## src/rtl/matrix_pkg.sv

```systemverilog
// Types and constants shared by the matrix row sequencers (sub now; add and
// scalar-multiply later). Rows are 5 packed signed 8-bit elements.
package matrix_pkg;

    localparam int ROW_W    = 40;
    localparam int ELEM_W   = 8;
    localparam int ROWS_DEF = 5;

    typedef enum logic [2:0] {
        IDLE = 3'd0,
        RD   = 3'd1,
        OP   = 3'd2,
        EX   = 3'd3,
        WB   = 3'd4,
        DONE = 3'd5
    } seq_state_t;

endpackage

```

## src/rtl/matrix_row_sequencer.sv

```systemverilog
// Reads A/B row pairs, feeds the external registered row ALU and writes each
// result row back. Optional MATSEQ_OVF_ABORT_EN stops the run at the first ALU overflow.
module matrix_row_sequencer
    import matrix_pkg::*;
#(
    parameter int ROWS  = ROWS_DEF,
    parameter int ROW_W = matrix_pkg::ROW_W,
    parameter int AW    = 3
) (
    input  logic             clk,
    input  logic             rst_n,
    input  logic             start,
    output logic             busy,
    output logic             done,
    output logic             ovf,
    output logic             rd_en,
    output logic [AW-1:0]    rd_addr,
    input  logic [ROW_W-1:0] a_row,
    input  logic [ROW_W-1:0] b_row,
    output logic [ROW_W-1:0] alu_m1,
    output logic [ROW_W-1:0] alu_m2,
    input  logic [ROW_W-1:0] alu_res,
    input  logic             alu_ovf,
    output logic             wr_en,
    output logic [AW-1:0]    wr_addr,
    output logic [ROW_W-1:0] wr_data
);

    seq_state_t       state_q, state_d;
    logic [AW-1:0]    row_q, row_d;
    logic             ovf_q, ovf_d;
    logic [ROW_W-1:0] m1_q, m1_d;
    logic [ROW_W-1:0] m2_q, m2_d;
    logic             last_row;
    logic             abort_row;

    assign last_row = (row_q == AW'(ROWS - 1));

`ifdef MATSEQ_OVF_ABORT_EN
    assign abort_row = alu_ovf;
`else
    assign abort_row = 1'b0;
`endif

    always_ff @(posedge clk or negedge rst_n) begin
        if (!rst_n) begin
            state_q <= IDLE;
        end else begin
            state_q <= state_d;
        end
    end

    always_comb begin
        state_d = state_q;
        case (state_q)
            IDLE:    if (start) state_d = RD;
            RD:      state_d = OP;
            OP:      state_d = EX;
            EX:      state_d = WB;
            WB:      state_d = (last_row || abort_row) ? DONE : RD;
            DONE:    state_d = IDLE;
            default: state_d = IDLE;
        endcase
    end

    always_comb begin
        busy    = (state_q != IDLE);
        done    = (state_q == DONE);
        rd_en   = (state_q == RD);
        rd_addr = rd_en ? row_q : '0;
        wr_en   = (state_q == WB) && !abort_row;
        wr_addr = wr_en ? row_q : '0;
        wr_data = wr_en ? alu_res : '0;
        ovf     = ovf_q;
        alu_m1  = m1_q;
        alu_m2  = m2_q;
    end

    // Operand registers only load in OP, so they hold across EX and between runs.
    always_comb begin
        row_d = row_q;
        ovf_d = ovf_q;
        m1_d  = m1_q;
        m2_d  = m2_q;
        case (state_q)
            IDLE: begin
                if (start) begin
                    row_d = '0;
                    ovf_d = 1'b0;
                end
            end
            OP: begin
                m1_d = a_row;
                m2_d = b_row;
            end
            WB: begin
                ovf_d = ovf_q | alu_ovf;
                if (!last_row) row_d = row_q + 1'b1;
            end
            default: ;
        endcase
    end

    always_ff @(posedge clk or negedge rst_n) begin
        if (!rst_n) begin
            row_q <= '0;
            ovf_q <= 1'b0;
            m1_q  <= '0;
            m2_q  <= '0;
        end else begin
            row_q <= row_d;
            ovf_q <= ovf_d;
            m1_q  <= m1_d;
            m2_q  <= m2_d;
        end
    end

endmodule

```

## config.mk

```make
export PLATFORM = sky130hd
export DESIGN_NAME = matrix_row_sequencer
export DESIGN_NICKNAME = d
export VERILOG_FILES = /design/src/rtl/matrix_pkg.sv /design/src/rtl/matrix_row_sequencer.sv
export SDC_FILE = /design/constraint.sdc
export NUM_CORES = 1
export LEC_CHECK = 0
export CORE_ASPECT_RATIO = 1.25
export CORE_MARGIN = 3
export CORE_UTILIZATION = 34
export CTS_CLUSTER_SIZE = 28
export DETAILED_ROUTE_END_ITERATION = 16
export HOLD_SLACK_MARGIN = 0.03
export PLACE_DENSITY = 0.78
export SLEW_MARGIN = 10
export SYNTH_ARGS = -nofsm -noshare
export SYNTH_HDL_FRONTEND = slang
export SYNTH_SLANG_ARGS = --single-unit
```

## constraint.sdc

```tcl
create_clock -name clk -period 1.4 [get_ports clk]
set_clock_uncertainty 0.05 [all_clocks]
set_input_delay 0.28 -clock clk [delete_from_list [all_inputs] [get_ports clk]]
set_output_delay 0.28 -clock clk [all_outputs]
set_load 0.05 [all_outputs]
```

Word-level counts from Yosys, hierarchy flattened. Cells that the tools add are included.

Output and inout bits: 131. Register bits: 87.

Reductions and logical operators: 5. $add $sub $neg: 1. Mux-type cells: 11. Equal/unequal tests: 8. Bitwise gates (word level): 1.

Operators with widths (count): $mux W40 (1); $mux W3 (6); $pmux W3 S5 (1); $eq A3 B3 Y1 const B (3); $eq A3 B2 Y1 const B (2); $pmux W3 S2 (1); $ne A2 B2 Y1 const B (2); $add A3 B1 Y3 const B (1); $eq A3 B1 Y1 const B (1); $logic_not A3 Y1 (1); $reduce_and A3 Y1 (1); $reduce_bool A3 Y1 (1); $pmux W1 S2 (1); $reduce_and A2 Y1 (1); $reduce_bool A2 Y1 (1); $mux W1 (1); $or A1 B1 Y1 (1).

Depth between registers and ports, before layout. Gate-level depths: netlist of the first run.

Word-level depth: 3. Depth in mapped cells: 5.

Worst setup path before layout of the first run. OpenSTA, ideal clock, no wires.

Kind: reg-to-output. Start point: reg state_q[2]. End point: out rd_addr[0]. Path buffers: 1. Cell stages (with the launch flop): 4. Setup slack: -1.296 ns. Required time: 1.070 ns. Data arrival time: 2.366 ns. Path through: dfrtp_1 buf_4 nor3b_1 and2_1.

Longest elaborated chain between the ends: 2.

Ends and longest elaborated chain: start, declared (line matrix_row_sequencer.sv:29) `seq_state_t state_q, state_d;`; start signal, assigned (line matrix_row_sequencer.sv:49) `state_q <= state_d;`; $eq A3 B1 Y1 (line matrix_row_sequencer.sv:69) `rd_en = (state_q == RD);`; via rd_en (line matrix_row_sequencer.sv:16) `output logic rd_en,`; $mux W3 (line matrix_row_sequencer.sv:70) `rd_addr = rd_en ? row_q : '0;`; end, declared (line matrix_row_sequencer.sv:17) `output logic [AW-1:0] rd_addr,`.

The timed path passes the listed nets, and every way through them passes these cells.

Worst setup path in the final report of the first run.
Start point: reg state_q[2]. End point: out wr_addr[0].

Longest elaborated chain between the ends: 2.

Ends and longest elaborated chain: $eq A3 B3 Y1 (line matrix_row_sequencer.sv:71) `wr_en = (state_q == WB) && !abort_row;`; $mux W3 (line matrix_row_sequencer.sv:72) `wr_addr = wr_en ? row_q : '0;`; end, declared (line matrix_row_sequencer.sv:25) `output logic [AW-1:0] wr_addr,`.

No other way between the ends.

==> impl_metrics.env, run 1 <==
export IMPL_status="complete, but fails checks"
export IMPL_violations="negative setup slack"
export IMPL_die_area_um2=13400
export IMPL_grt_ovfl_total=0
export IMPL_cp_slowest_cell="dfrtp_1"
export IMPL_start_kind="flop"
export IMPL_max_vdd_ir_drop_mv=1.33
export IMPL_rsz0062_at_grt="true"
export IMPL_sw_frac_of_total_pct=40.3
export IMPL_drt_iter0_drc=66
export IMPL_cts_buffers=9
export IMPL_antenna_found_initial=0
export IMPL_vias_per_cell=4.52
export IMPL_num_nets_final=680
export IMPL_row_count=44
export IMPL_post_route_period_util_pct=139
export IMPL_setup_tns_ps=-57010
export IMPL_slew_headroom_pct=67.8
export IMPL_dp_slack_ps=-205
export IMPL_synth_area_um2=4100
export IMPL_start_util_pct=35.0
export IMPL_finalHoldViolations=0
export IMPL_hold_class="in -> async"
export IMPL_crit_path_cell_trace="nor3b_4 > buf_6 > buf_12 > and2_2 > buf_12"
export IMPL_fill_cells=641
export IMPL_ys_ff_latch=87
export IMPL_synth_distinct_cells=28
export IMPL_die_h_um=129
export IMPL_worst_pin_slew_ps=483
export IMPL_fin_hold_ws_ps=470
export IMPL_slew_violations=0
export IMPL_seq_power_share_pct=20.8
export IMPL_drc_errors=0
export IMPL_grt_start_max_net_pins=88
export IMPL_htree_levels=3
export IMPL_grtUsageTotal_pct=21.6
export IMPL_routedWlPerCell_um=19.6
export IMPL_clkSlewWorstSetupHoldPaths_ps=60
export IMPL_crit_top_cell="buf_12"
export IMPL_p_sw_w=0.0102
export IMPL_pwr_share_comb_pct=68.9
export IMPL_powerDensity_nw_per_um2=2780
export IMPL_crit_type="reg -> out"
export IMPL_internal_power_w=0.0151
export IMPL_critPathMaxFanout=13
export IMPL_clockRootBuffer="clkbuf_16"
export IMPL_yosysSeqAreaShare_pct=53.1
export IMPL_coreArea_um2=11700
export IMPL_diodes=0
export IMPL_die_w_um=104
export IMPL_p_leak_nw=4.07
export IMPL_synth_cells=257
export IMPL_drtPass1Iterations=6
export IMPL_critPathCaptureType="output pin"
export IMPL_io_buffers=254
export IMPL_drive_gt1_share_pct=59.7
export IMPL_clk_latency_ps=330
export IMPL_yosysWarnings=0
export IMPL_ff2ff_path_depth=8
export IMPL_syn_avg_cell_area_um2=15.9
export IMPL_fin_ws_ps=-548
export IMPL_setup_viol=132
export IMPL_place_hpwl_um=10400
export IMPL_critPathArrivalTime_ps=1620
export IMPL_cap_viol_max_count=0
export IMPL_cts_tree="done"
export IMPL_pin_count=255
export IMPL_grt_pass1_wl_um=22300
export IMPL_cp_data_required_time_ps=1070
export IMPL_syn_to_final_growth_pct=122
export IMPL_cts_buffer_depth=2
export IMPL_ff2ff_setup_slack_ps=-500
export IMPL_route_vias_total=3255
export IMPL_clkSinkCount=87
export IMPL_power_frac_clock_pct=10.2
export IMPL_antenna_left=0
export IMPL_reg2reg_from="state_q[2]"
export IMPL_cpPeakStageDelay_ps=420
export IMPL_routed_wl_um=14100
export IMPL_fmax_ghz=0.513
export IMPL_syn_nets=383
export IMPL_r2r_end="alu_m2[22]"
export IMPL_min_period_ps=1950
export IMPL_gp_congestion=0.743
export IMPL_first_global_vias=3754
state kept, by name, summed over array words and instances (netlist names):
register and cells:
alu_m2 40, state_q 3, row_q 3, ovf 1, alu_m1 40
per-stage QoR:
step | power [W] | instances | cell area, um2 | util (%)
floorplan | 0.0137 | 257 | 4230 | -
global placement | 0.0211 | 678 | 8300 | 70.8
detailed placement | 0.0213 | 678 | 8300 | 70.8
CTS | 0.0254 | 716 | 9060 | 77.3
global route | 0.0262 | 720 | 9120 | 77.8
finish | 0.0253 | 720 | 9120 | 77.8
routing by layer:
| layer | global-route usage [%] | wire [um] | vias up |
|---|---|---|---|
| li1 | - | - | 1467 |
| met1 | 24.8 | 5280 | 1587 |
| met2 | 37.8 | 7350 | 191 |
| met3 | 8.88 | 1330 | 10 |
| met4 | 5.24 | 144 | 0 |
| met5 | 0 | 0 | - |
kinds of logic (layout without fill, tap and decap cells):
kind of cell	Yosys count	count (layout)	synth area share, %
flops	87	87	53.1
simple gates	60	60	9.52
compound gates	6	6	1.04
mux	82	82	29.7
fa+ha+maj	2	2	0.610
buf+inv	20	322	6.01
worst max-delay path: cells and delay by family (launching register included):
family | cells | cell delay, ps
flops | 1 | 420
buf+inv | 3 | 430
simple gates | 2 | 420
worst max path at each step:
stage,startpoint,endpoint,slack [ps],cells after the start
after floorplan,state_q[2],rd_addr[0],-350,3
after global placement,state_q[0],rd_addr[1],-180,4
after detailed placement,state_q[0],alu_m1[2],-200,4
after CTS,state_q[0],wr_addr[0],-550,5
after global routing,state_q[2],wr_addr[0],-610,5
final,state_q[2],wr_addr[0],-550,5
synthesized netlist by cell type:
cell,count,area (um2)
ha_1,2,25.0
buf_6,2,22.5
nor3b_1,1,7.51
nand3_1,1,5.00
nand3b_1,1,7.51
buf_4,2,15.0
and2_1,46,288
nor3_1,2,10.0
a211oi_1,1,7.51
nor3b_4,1,18.8
nor3b_2,1,12.5
a21oi_1,2,10.0
mux2i_1,2,20.0
a221o_1,1,10.0
mux2_2,1,11.3
o31ai_1,1,7.51
dfrtp_1,87,2180
and3b_1,2,17.5
mux2_4,79,1190
nand2_1,2,7.51
or2_2,1,6.26
o211ai_1,1,7.51
clkbuf_2,2,10.0
buf_12,9,180
nor2_1,1,3.75
nor2b_1,1,6.26
inv_1,3,11.3
clkbuf_1,2,7.51
cells in the final DEF, fill, tap and decap left out, types with 2 or more instances in the layout:
master           instances
buf_6                    9
buf_16                   5
nor3b_4                  3
buf_4                   16
mux2_4                  80
buf_8                    6
inv_2                    3
nand2_1                  2
clkdlybuf4s50_1        122
a21oi_1                  2
buf_12                 143
bufinv_16                2
dfrtp_1                 85
clkbuf_16               10
mux2i_1                  2
and2_2                   6
and2_4                  40
dfrtp_2                  2
area by class of cell:
class / instances / area (um2) / area share (%)
flip-flops and latches: 87 / 2180 / 23.9
clock buffers: 11 / 243 / 2.66
repair buffers: 303 / 4570 / 50.1
clock inverters: 5 / 81.3 / 0.892
inverters: 3 / 11.3 / 0.123
well taps: 161 / 201 / 2.21
multi-input cells: 150 / 1830 / 20.1
power by group through the flow:
| stage | registers (W) | clock network, W | logic [W] |
|---|---|---|---|
| floorplan | 0.00870 | 0 | 0.00503 |
| global placement | 0.00522 | 0 | 0.0159 |
| detailed placement | 0.00528 | 0 | 0.0161 |
| CTS | 0.00526 | 0.00266 | 0.0175 |
| global route | 0.00543 | 0.00275 | 0.0180 |
| finish | 0.00528 | 0.00259 | 0.0174 |
repair_timing:
action,4_1_cts,5_1_grt
setup endpoints to repair,133,134
pin swaps,8,5
hold buffers,1,0
buffers inserted,14,8
endpoints found under the hold margin,87,0
gates resized for setup,32,20
gates cloned,7,1
(Power assumes the default switching activity.)
==> inputs of run 2 (changes only) <==
--- a/config.mk
+++ b/config.mk
@@ -5,13 +5,14 @@
 export SDC_FILE = /design/constraint.sdc
 export NUM_CORES = 1
 export LEC_CHECK = 0
+export ABC_AREA = 1
 export CORE_ASPECT_RATIO = 1.25
 export CORE_MARGIN = 3
-export CORE_UTILIZATION = 34
+export CORE_UTILIZATION = 39
 export CTS_CLUSTER_SIZE = 28
 export DETAILED_ROUTE_END_ITERATION = 16
 export HOLD_SLACK_MARGIN = 0.03
-export PLACE_DENSITY = 0.78
+export PLACE_DENSITY = 0.86
 export SLEW_MARGIN = 10
 export SYNTH_ARGS = -nofsm -noshare
 export SYNTH_HDL_FRONTEND = slang
==> constraint.sdc (replaced) <==
create_clock -name clk -period 2.5 [get_ports clk]
set_clock_uncertainty 0.05 [all_clocks]
set_input_delay 0.5 -clock clk [delete_from_list [all_inputs] [get_ports clk]]
set_output_delay 0.5 -clock clk [all_outputs]
set_load 0.05 [all_outputs]
==> impl_metrics.env, run 2 <==
export IMPL_final_cell_mix="203 x clkdlybuf4s50_1, 131 x inv_1, 95 x nand2_1, 87 x dfrtp_1, 79 x o21ai_0"
export IMPL_power_frac_clock_pct=12.5
export IMPL_synth_cells=479
export IMPL_synth_edf_count=0
export IMPL_synth_area_um2=3910
export IMPL_syn_avg_cell_area_um2=8.17
export IMPL_finalHoldViolations=0
export IMPL_cts_buffers=9
export IMPL_hold_class="in -> async"
export IMPL_post_route_period_util_pct=95.1
export IMPL_grt_ovfl_total=0
export IMPL_fmax_ghz=0.420
export IMPL_ff2ff_setup_slack_ps=670
export IMPL_p_leak_nw=3.65
export IMPL_place_hpwl_um=10900
export IMPL_yosys_area_top_type_share_pct=55.7
export IMPL_syn_to_final_growth_pct=84.3
export IMPL_grt_pass1_wl_um=20300
export IMPL_total_power_w=0.00981
export IMPL_setup_tns_ps=0
export IMPL_drive_gt1_share_pct=10.1
export IMPL_critPathMaxFanout=21
export IMPL_row_count=40
export IMPL_final_common_cell="clkdlybuf4s50_1"
export IMPL_post_route_util_pct=74.2
export IMPL_slew_violations=0
export IMPL_powerDensity_nw_per_um2=1360
export IMPL_post_dp_cell_area_um2=6920
export IMPL_start_util_pct=40.3
export IMPL_drc_errors=0
export IMPL_syn_nets=605
export IMPL_antenna_left=0
export IMPL_min_period_ps=2380
export IMPL_first_global_vias=3913
export IMPL_cp_data_required_time_ps=1950
export IMPL_clkSinkCount=87
export IMPL_fill_cells=685
export IMPL_routed_wl_um=13500
export IMPL_htree_levels=3
export IMPL_pwr_share_comb_pct=61.7
export IMPL_synthFlopType="dfrtp_1"
export IMPL_drt_iter0_drc=152
export IMPL_r2r_end="alu_m2[15]"
export IMPL_crit_path_cell_trace="nor2_4 > nand2_4 > buf_4 > nor2_1 > buf_12"
export IMPL_cts_buffer_depth=2
export IMPL_clockRootBuffer="clkbuf_16"
export IMPL_cts_tree="done"
export IMPL_postCtsSetupRepairBufs=0
export IMPL_yosysSeqAreaShare_pct=55.7
export IMPL_critPathCaptureType="output pin"
export IMPL_coreArea_um2=9710
export IMPL_synth_distinct_cells=16
export IMPL_die_area_um2=11300
export IMPL_critPathArrivalTime_ps=1830
export IMPL_num_nets_final=855
export IMPL_drtPass1Iterations=4
export IMPL_antenna_found_initial=2
export IMPL_setup_viol=0
export IMPL_cap_viol_max_count=0
export IMPL_cp_startpoint="state_q[1]"
export IMPL_slew_headroom_pct=61.7
export IMPL_reg2reg_from="state_q[2]"
export IMPL_cpPeakStageDelay_ps=480
export IMPL_max_vdd_ir_drop_mv=1.10
export IMPL_yosys_top_cells_area="dfrtp_1 56%, inv_1 13%, o21ai_0 10%"
export IMPL_pin_count=255
export IMPL_stdcell_area_um2=7210
export IMPL_rsz0062_at_grt="false"
export IMPL_route_vias_total=3852
export IMPL_clk_latency_ps=330
export IMPL_start_kind="flop"
export IMPL_clkSlewWorstSetupHoldPaths_ps=70
export IMPL_cp_slowest_cell="dfrtp_1"
export IMPL_synth_top_area_cell="dfrtp_1"
export IMPL_ys_ff_latch=87
export IMPL_seq_power_share_pct=25.8
export IMPL_routedWlPerCell_um=15.7
export IMPL_p_sw_w=0.00502
export IMPL_grtUsageTotal_pct=23.9
export IMPL_status="completed"
export IMPL_io_buffers=254
export IMPL_vias_per_cell=4.47
export IMPL_synthArstFlopShare_pct=100
export IMPL_crit_type="reg -> out"
export IMPL_multi_input_area_um2=1060
export IMPL_die_w_um=95.6
export IMPL_synth_common_cells="131 x inv_1, 95 x nand2_1, 87 x dfrtp_1"
export IMPL_die_h_um=118
export IMPL_ff2ff_path_depth=4
export IMPL_yosysMostFrequentCell="inv_1"
export IMPL_grt_start_max_net_pins=71
export IMPL_gp_congestion=0.828
export IMPL_regArea_um2=2180
export IMPL_yosysWarnings=0
export IMPL_sw_frac_of_total_pct=51.2
export IMPL_internal_power_w=0.00479
export IMPL_worst_pin_slew_ps=573
[run 2: changes by cell type after synthesis, sizes merged, moves of 3 or more]
cell    before  now
inv          3  132
clkbuf       4   11
nor3b        3    0
buf         13   10
nand2        2   96
o21ai        0   83
mux2        80    0
and2        46    0
nor2         1   49
nand3        1    7
[run 2: layout make-up]
cell class | count | area share (%)
Inverter | 132 | 6.87
Multi-Input combinational cell | 239 | 14.7
Clock buffer | 10 | 3.18
Sequential cell | 87 | 30.2
Timing Repair Buffer | 260 | 42.2
Clock inverter | 6 | 0.642
Tap cell | 126 | 2.19
Antenna cell | 1 | 0.0347
[run 2: routing by layer]
metal  vias up  GRT usage [%]  part of all wire [%]
li1       1899              -                     -
met1      1739           24.0                    35
met2       182           41.3                    49
met3        30           11.4                    12
met4         2           9.88                   3.2
met5         -              0                 0.096
[run 2: critical path, delay by kind of cell (launching register included)]
family | cells | cell delay (ps)
AND/OR/NAND/NOR | 3 | 590
flip-flops | 1 | 480
buffers and inverters | 2 | 420
[run 2: worst max-delay path by stage]
stage                  endpoint  slack, ps  cells past startpoint
finish              wr_data[21]        120                      5
global route         wr_data[2]         20                      5
CTS                 wr_data[21]         50                      5
detailed placement  wr_data[21]        230                      5
global placement     wr_data[1]        390                      5
floorplan            wr_addr[1]        300                      4
[run 2: power by group through the flow]
stage | Clock, W | Sequential (W) | Combinational (W)
floorplan | 0 | 0.00471 | 0.00166
global placement | 0 | 0.00248 | 0.00595
detailed placement | 0 | 0.00252 | 0.00609
CTS | 0.00126 | 0.00252 | 0.00610
global route | 0.00132 | 0.00260 | 0.00639
finish | 0.00123 | 0.00253 | 0.00605
[run 2: kinds of logic after synthesis]
| kind of cell | count (synthesis) | share of synthesized area (%) |
|---|---|---|
| adders and majority gates | 2 | 0.640 |
| buffers and inverters | 153 | 17.6 |
| DFF | 87 | 55.7 |
| AOI/OAI and AO/OA | 84 | 10.7 |
| and+or+nand+nor | 153 | 15.3 |
[run 2: timing repair]
action                     CTS  global route
hold buffers                 0             0
setup endpoints to repair   26            15
gates resized for setup      3             2
[run 2: per-stage QoR]
step / setup slack (ps) / std cells / hold WS [ps]
after floorplan: 304 / 479 / 154
after global placement: 389 / 844 / 414
after detailed placement: 231 / 844 / 422
after CTS: 47.4 / 860 / 113
after global routing: 24.7 / 860 / 125
final: 121 / 861 / 98.0
==> inputs of run 3 (changes only) <==
--- a/config.mk
+++ b/config.mk
@@ -13,7 +13,7 @@
 export DETAILED_ROUTE_END_ITERATION = 16
 export HOLD_SLACK_MARGIN = 0.03
 export PLACE_DENSITY = 0.86
-export SLEW_MARGIN = 10
+export SLEW_MARGIN = 40
 export SYNTH_ARGS = -nofsm -noshare
 export SYNTH_HDL_FRONTEND = slang
 export SYNTH_SLANG_ARGS = --single-unit
==> results of run 3 <==
Final layout, timing and power as in run 2 (identical DEF).
